$ cat src/rtl/queue_arbiter_if.sv
// Requester and queue-side signal bundle for queue_arbiter.
// slave  : the arbiter's view (requests and queue flags in, grants and queue controls out).
// master : the environment's view (client blocks plus the queue instance).
interface queue_arbiter_if #(
  parameter int DATA_W = 8
);
  logic              ReqA_i,   ReqB_i;
  logic              RWA_i,    RWB_i;
  logic [DATA_W-1:0] DataA_i,  DataB_i;
  logic              GntA_o,   GntB_o;
  logic              ErrA_o,   ErrB_o;
  logic [DATA_W-1:0] RdataA_o, RdataB_o;
  logic              Q_En_o;
  logic              Q_RW_o;
  logic [DATA_W-1:0] Q_data_o;
  logic [DATA_W-1:0] Q_data_i;
  logic              Q_empty_i, Q_full_i;

  modport slave (
    input  ReqA_i, ReqB_i, RWA_i, RWB_i, DataA_i, DataB_i,
    input  Q_data_i, Q_empty_i, Q_full_i,
    output GntA_o, GntB_o, ErrA_o, ErrB_o, RdataA_o, RdataB_o,
    output Q_En_o, Q_RW_o, Q_data_o
  );

  modport master (
    output ReqA_i, ReqB_i, RWA_i, RWB_i, DataA_i, DataB_i,
    output Q_data_i, Q_empty_i, Q_full_i,
    input  GntA_o, GntB_o, ErrA_o, ErrB_o, RdataA_o, RdataB_o,
    input  Q_En_o, Q_RW_o, Q_data_o
  );
endinterface

$ cat src/rtl/queue_arbiter.sv
// Round-robin arbiter/sequencer placing two requesters onto one single-port
// byte queue. Each operation takes IDLE -> ISSUE -> DONE: the winner is
// latched in IDLE, the queue is accessed (or the access rejected) in ISSUE
// using the flags of that cycle, and the grant is pulsed in DONE.
module queue_arbiter #(
  parameter int DATA_W = 8
) (
  input  logic             Clk_i,
  input  logic             Rst_i,
  queue_arbiter_if.slave   bus
);

  typedef enum logic [1:0] {IDLE, ISSUE, DONE} state_t;

  state_t              state_q, state_d;
  logic                own_q,     own_d;      // 0 = A, 1 = B
  logic                prio_q,    prio_d;     // requester that wins a tie
  logic                op_rw_q,   op_rw_d;
  logic [DATA_W-1:0]   op_data_q, op_data_d;
  logic                err_q,     err_d;
  logic [DATA_W-1:0]   rd_q,      rd_d;

  logic legal;
  logic issue_en;
  logic grant;

  // Legality uses the flags as seen in ISSUE; pointers only move on that edge.
  assign legal    = op_rw_q ? ~bus.Q_full_i : ~bus.Q_empty_i;
  assign issue_en = (state_q == ISSUE) && legal;

  // Next-state and operation latching for the three-step sequence.
  always_comb begin
    // NOTE: every variable gets a default first so no path leaves one unassigned (no latch).
    state_d   = state_q;
    own_d     = own_q;
    prio_d    = prio_q;
    op_rw_d   = op_rw_q;
    op_data_d = op_data_q;
    err_d     = err_q;
    rd_d      = rd_q;
    case (state_q)
      IDLE: begin
        if (bus.ReqA_i || bus.ReqB_i) begin
          // B wins when alone, or when both request and B holds priority.
          own_d     = bus.ReqB_i && (!bus.ReqA_i || prio_q);
          op_rw_d   = own_d ? bus.RWB_i   : bus.RWA_i;
          op_data_d = own_d ? bus.DataB_i : bus.DataA_i;
          state_d   = ISSUE;
        end
      end
      ISSUE: begin
        err_d   = ~legal;
        // Captured before the pointer advance; zero unless this is a good pop.
        rd_d    = (legal && !op_rw_q) ? bus.Q_data_i : '0;
        state_d = DONE;
      end
      DONE: begin
        prio_d  = ~own_q;
        err_d   = 1'b0;
        state_d = IDLE;
      end
      default: state_d = IDLE;
    endcase
  end

  // State registers; synchronous reset drops any in-flight operation.
  always_ff @(posedge Clk_i) begin
    // NOTE: non-blocking assignments so every register samples pre-edge values.
    if (Rst_i) begin
      state_q   <= IDLE;
      own_q     <= 1'b0;
      prio_q    <= 1'b0;
      op_rw_q   <= 1'b0;
      op_data_q <= '0;
      err_q     <= 1'b0;
      rd_q      <= '0;
    end else begin
      state_q   <= state_d;
      own_q     <= own_d;
      prio_q    <= prio_d;
      op_rw_q   <= op_rw_d;
      op_data_q <= op_data_d;
      err_q     <= err_d;
      rd_q      <= rd_d;
    end
  end

  // Queue controls are quiet (all zero) whenever no access is issued.
  assign bus.Q_En_o   = issue_en;
  assign bus.Q_RW_o   = issue_en && op_rw_q;
  assign bus.Q_data_o = issue_en ? op_data_q : '0;

  // A reset arriving in DONE suppresses the grant of the dropped operation.
  assign grant        = (state_q == DONE) && !Rst_i;

  assign bus.GntA_o   = grant && !own_q;
  assign bus.GntB_o   = grant &&  own_q;
  assign bus.ErrA_o   = bus.GntA_o && err_q;
  assign bus.ErrB_o   = bus.GntB_o && err_q;
  assign bus.RdataA_o = bus.GntA_o ? rd_q : '0;
  assign bus.RdataB_o = bus.GntB_o ? rd_q : '0;

endmodule
$ cat src/flat_wrapper.sv
// flat-port wrapper written by rule: the top's interface ports become plain ports
module queue_arbiter_flat 
#(
  parameter int DATA_W = 8
)
  (Clk_i, Rst_i, bus_ReqA_i, bus_ReqB_i, bus_RWA_i, bus_RWB_i, bus_DataA_i, bus_DataB_i, bus_Q_data_i, bus_Q_empty_i, bus_Q_full_i, bus_GntA_o, bus_GntB_o, bus_ErrA_o, bus_ErrB_o, bus_RdataA_o, bus_RdataB_o, bus_Q_En_o, bus_Q_RW_o, bus_Q_data_o);
  queue_arbiter_if #(.DATA_W(DATA_W)) bus_i ();
  input  logic Clk_i;
  input  logic Rst_i;
  input wire logic [$bits(bus_i.ReqA_i)-1:0] bus_ReqA_i;
  input wire logic [$bits(bus_i.ReqB_i)-1:0] bus_ReqB_i;
  input wire logic [$bits(bus_i.RWA_i)-1:0] bus_RWA_i;
  input wire logic [$bits(bus_i.RWB_i)-1:0] bus_RWB_i;
  input wire logic [$bits(bus_i.DataA_i)-1:0] bus_DataA_i;
  input wire logic [$bits(bus_i.DataB_i)-1:0] bus_DataB_i;
  input wire logic [$bits(bus_i.Q_data_i)-1:0] bus_Q_data_i;
  input wire logic [$bits(bus_i.Q_empty_i)-1:0] bus_Q_empty_i;
  input wire logic [$bits(bus_i.Q_full_i)-1:0] bus_Q_full_i;
  output wire logic [$bits(bus_i.GntA_o)-1:0] bus_GntA_o;
  output wire logic [$bits(bus_i.GntB_o)-1:0] bus_GntB_o;
  output wire logic [$bits(bus_i.ErrA_o)-1:0] bus_ErrA_o;
  output wire logic [$bits(bus_i.ErrB_o)-1:0] bus_ErrB_o;
  output wire logic [$bits(bus_i.RdataA_o)-1:0] bus_RdataA_o;
  output wire logic [$bits(bus_i.RdataB_o)-1:0] bus_RdataB_o;
  output wire logic [$bits(bus_i.Q_En_o)-1:0] bus_Q_En_o;
  output wire logic [$bits(bus_i.Q_RW_o)-1:0] bus_Q_RW_o;
  output wire logic [$bits(bus_i.Q_data_o)-1:0] bus_Q_data_o;
  assign bus_i.ReqA_i = bus_ReqA_i;
  assign bus_i.ReqB_i = bus_ReqB_i;
  assign bus_i.RWA_i = bus_RWA_i;
  assign bus_i.RWB_i = bus_RWB_i;
  assign bus_i.DataA_i = bus_DataA_i;
  assign bus_i.DataB_i = bus_DataB_i;
  assign bus_i.Q_data_i = bus_Q_data_i;
  assign bus_i.Q_empty_i = bus_Q_empty_i;
  assign bus_i.Q_full_i = bus_Q_full_i;
  assign bus_GntA_o = bus_i.GntA_o;
  assign bus_GntB_o = bus_i.GntB_o;
  assign bus_ErrA_o = bus_i.ErrA_o;
  assign bus_ErrB_o = bus_i.ErrB_o;
  assign bus_RdataA_o = bus_i.RdataA_o;
  assign bus_RdataB_o = bus_i.RdataB_o;
  assign bus_Q_En_o = bus_i.Q_En_o;
  assign bus_Q_RW_o = bus_i.Q_RW_o;
  assign bus_Q_data_o = bus_i.Q_data_o;
  queue_arbiter #(.DATA_W(DATA_W)) u_core (.Clk_i(Clk_i), .Rst_i(Rst_i), .bus(bus_i));
endmodule
$ cat config.mk
export PLATFORM = sky130hd
export DESIGN_NAME = queue_arbiter_flat
export DESIGN_NICKNAME = d
export VERILOG_FILES = /design/src/rtl/queue_arbiter_if.sv /design/src/rtl/queue_arbiter.sv /design/src/flat_wrapper.sv
export SDC_FILE = /design/constraint.sdc
export NUM_CORES = 1
export LEC_CHECK = 0
export ABC_AREA = 1
export CORE_ASPECT_RATIO = 0.8
export CORE_MARGIN = 4
export CORE_UTILIZATION = 39
export CTS_CLUSTER_DIAMETER = 30
export DETAILED_ROUTE_END_ITERATION = 6
export GPL_TIMING_DRIVEN = 0
export PLACE_DENSITY = 0.79
export SYNTH_ARGS = -nofsm -noshare
export SYNTH_HDL_FRONTEND = slang
export SYNTH_SLANG_ARGS = --single-unit
$ cat constraint.sdc
create_clock -name Clk_i -period 1.6 [get_ports Clk_i]
set_clock_uncertainty 0.15 [all_clocks]
set_input_delay 0.32 -clock Clk_i [delete_from_list [all_inputs] [get_ports Clk_i]]
set_output_delay 0.32 -clock Clk_i [all_outputs]
set_load 0.02 [all_outputs]
==> metrics.csv <==
stage;metric;value;unit
global_route;pin count of the biggest net entering global routing;17;
clock_network;Root Buffer;clkbuf_8;
sta;Final Max Tran Viols;0;
clock_network;Clock Path Buffers;2;
clock_network;clock insertion delay at the later pin of the skew report;0.26;ns
global_route;Overflow after GRT;0;
sta;Max Clk Rate;545;MHz
run;maxcap violations;0;
detailed_routing;mean number of vias per cell;4.82;
setup_path;Worst R2R End;u_core.op_data_q[5];
setup_path;CP Cell Sequence;inv_4 > ha_4 > inv_4 > nor2_4 > inv_4 > nor2_2 > buf_6;
floorplanning;Starting Density;42.4;%
clock_network;H-tree depth;1;
power;NetSw;0.515;mW
setup_path;Worst R2R Path Depth;7;
detailed_routing;# DRC;0;
setup_path;Crit path depth;7;
clock_network;CTS tree;done;
floorplanning;Die ar.;4110;sq um
setup_path;CP Max Fanout;4;
logic_synthesis;Avg Inst Size Synth;6.49;sq um
clock_network;CTS clk-pin slew, worst paths;0.07;ns
finish;ANT cells;0;
power;VDD IR max;658;uV
setup_path;critical path's slowest cell;dfxtp_4;
detailed_routing;wire per inst;14.4;um
logic_synthesis;Seq cells post-synth;22;
logic_synthesis;post-synthesis sequential area ratio;35.9;%
floorplanning;Die Height;58.2;um
power;Clock power frac;22.5;%
power;pwr dens;683;nW/um^2
placement;gp weighted congestion;0.764;
setup_path;reg2reg setup slack;0.07;ns
global_route;antenna violations before repair;0;
setup_path;Most common cell on crit path;inv_4;
logic_synthesis;post-synthesis cell area;1230;sq um
global_route;GRT Total Usage;20.5;%
logic_synthesis;Synth area leader;dfxtp_1;
logic_synthesis;Unique masters post-synth;20;
power;Comb power frac;34.8;%
setup_path;Worst Path Buf+Inv;4;
logic_synthesis;area share of the largest cell type after synthesis;35.9;%
status;status;finished, violations left;
power;Lkg Pwr;0.980;nW
placement;dpl cell area;1920;sq um
finish;Fillers;223;
detailed_routing;Routed Antenna Nets;0;
floorplanning;width of the die;70.7;um
finish;area delta synth->final;80.4;%
detailed_routing;Vias;1452;
setup_path;CP endpoint kind;output pin;
detailed_routing;routed wl met2;2160;um
power;Pint;0.999;mW
hold_path;worst hold path class;input port to flip-flop;
status;failing checks;negative setup slack;
sta;Final min period;1.83;ns
detailed_routing;1st-iter DRT viols;45;
finish;Non-Filler Instances;301;
sta;final worst setup slack;-0.235;ns
floorplanning;core area;2890;sq um
clock_network;hold buffer count at CTS;0;
detailed_routing;metal3 WL;206;um
detailed_routing;highest routed layer;met4;
setup_path;required time worst endpoint;1.13;ns
placement;Cells after DPL;288;
finish;layout cells sized above 1;33.8;%
setup_path;reg2reg start;u_core.state_q[1];
sta;Least-Margin Pin Slew;0.490;ns
placement;input/output buffers;61;
finish;design area;2210;sq um
clock_network;CTS Sinks;22;
sta;Max-slew headroom;67.3;%
finish;Final Net Count;301;
sta;TNS Setup;-5.34;ns
logic_synthesis;Post-Syn Nets;225;
detailed_routing;M1 WL;1880;um
sta;Setup Viol. Count Final;30;
sta;RSZ-0062 raised after global routing;true;
logic_synthesis;Synth warnings;0;
power;Switching Share;34.0;%
hold_path;hold path start;Rst_i;
setup_path;worst setup path endpoint;bus_RdataB_o[4];
placement;detailed placement HPWL;2800;um
logic_synthesis;Post-Syn Instances;189;
global_route;global-route wire length before repair;6590;um
floorplanning;Rows;17;
global_route;vias in the first global route;1365;
power;Seq pwr share;42.6;%
setup_path;kind of cell adding the most delay to the critical path;flip-flops;
detailed_routing;Total Wirelength;4340;um
clock_network;Num CTS Buffers;3;
setup_path;Worst path max stage delay;0.35;ns
setup_path;crit path kind;flip-flop to output pin;
setup_path;startpoint types;flip-flop;
detailed_routing;number of iterations in the first detailed-routing pass;4;
sta;period utilisation layout;115;%
setup_path;crit path DAT;1.36;ns
logic_synthesis;top post-synthesis cells by area;dfxtp_1 36%, inv_1 12%, nand2_1 9.8%, nand3_1 8.6%, nor2_1 8.6%;
sta;final hold vios;0;
floorplanning;Ports;62;
setup_path;Worst Setup SP;u_core.state_q[0];
-- metal layers --
layer,GRT usage [%],up-vias
li1,-,737
met1,27.2,664
met2,33.8,43
met3,3.81,8
met4,6.43,0
met5,0,-
-- layout by cell type (no fill, tap or decap), types with 6 or more instances in the layout --
| cell | count |
|---|---|
| nor2_2 | 6 |
| o21ai_0 | 9 |
| nand2_1 | 29 |
| nand3_1 | 20 |
| nor2_1 | 7 |
| inv_1 | 34 |
| dfxtp_1 | 20 |
| clkdlybuf4s50_1 | 28 |
| nor2_4 | 19 |
| buf_6 | 18 |
| a21oi_1 | 20 |
| buf_4 | 17 |
-- final cells by class --
class                      count  area, sq um  area share [%]
sequential                    22          445            20.1
tap                           38         47.5            2.15
inverter                      39          161            7.29
timing repair inverter         1         6.26           0.282
multi-input combinational    125          813            36.7
buffer                         4         37.5            1.69
timing repair buffer          69          662            29.9
clock buffer                   3         41.3            1.86
-- cells by family (layout without fill, tap and decap cells) --
group / Yosys count / count (layout) / synth area share [%]
AO/OA/AOI/OAI: 32 / 32 / 13.7
flip-flops: 22 / 22 / 35.9
buffers and inverters: 44 / 116 / 14.8
adder cells (fa/ha/maj): 4 / 4 / 4.08
AND/OR/NAND/NOR: 87 / 89 / 31.6
-- worst min-delay path: stages --
cell and delay (ns):
dlygate4sd2_1 0.25, a21oi_1 0.05, nand2_1 0.06, inv_1 0.03
-- Yosys cell counts --
| cell | number |
|---|---|
| nand2_1 | 32 |
| o22ai_1 | 1 |
| buf_4 | 1 |
| clkbuf_1 | 1 |
| dfxtp_1 | 22 |
| nand2_2 | 1 |
| nand2_4 | 2 |
| inv_2 | 1 |
| o21ai_2 | 1 |
| buf_2 | 2 |
| clkbuf_8 | 1 |
| nor2_4 | 2 |
| o21ai_0 | 9 |
| nor2_1 | 28 |
| ha_1 | 4 |
| a21oi_1 | 20 |
| o31ai_1 | 1 |
| nand3_1 | 21 |
| nor2_2 | 1 |
| inv_1 | 38 |
-- power by group through the flow --
stage               combinational (mW)  sequential [mW]  clock (mW)
finish                           0.527            0.645       0.341
global route                     0.580            0.651       0.364
CTS                              0.496            0.645       0.354
detailed placement               0.421            0.654           0
global placement                 0.414            0.650           0
floorplan                        0.260            0.647           0
-- worst min path at each step --
stage                                      to  slack [ns]  depth (start not counted)
after floorplan                 u_core.prio_q        0.30                          2
after global placement          u_core.prio_q        0.32                          2
after detailed placement        u_core.prio_q        0.32                          2
after CTS                       u_core.prio_q        0.34                          2
after global routing      u_core.op_data_q[0]        0.36                          4
final                     u_core.op_data_q[0]        0.34                          4
-- flip-flops by register name, indices dropped and copies added, names as in the netlist --
name / count
u_core.state_q: 2
u_core.rd_q: 8
u_core.err_q: 1
u_core.op_rw_q: 1
u_core.prio_q: 1
u_core.own_q: 1
u_core.op_data_q: 8
-- stage by stage --
stage / setup slack, ns / util [%] / total power, mW / hold WS (ns)
after floorplan: -0.0442 / - / 0.907 / 0.302
after global placement: -0.874 / 66.2 / 1.06 / 0.317
after detailed placement: -0.887 / 66.2 / 1.08 / 0.323
after CTS: -0.221 / 74.8 / 1.50 / 0.335
after global routing: -0.298 / 76.6 / 1.60 / 0.361
final: -0.235 / 76.6 / 1.51 / 0.341
-- repair_timing --
action,CTS,global route
buffers inserted,5,2
setup endpoints to repair,30,39
cloned,3,1
gates resized for setup,219,9
pin swaps,6,3
Note: power is estimated with default switching activity, not from simulation.
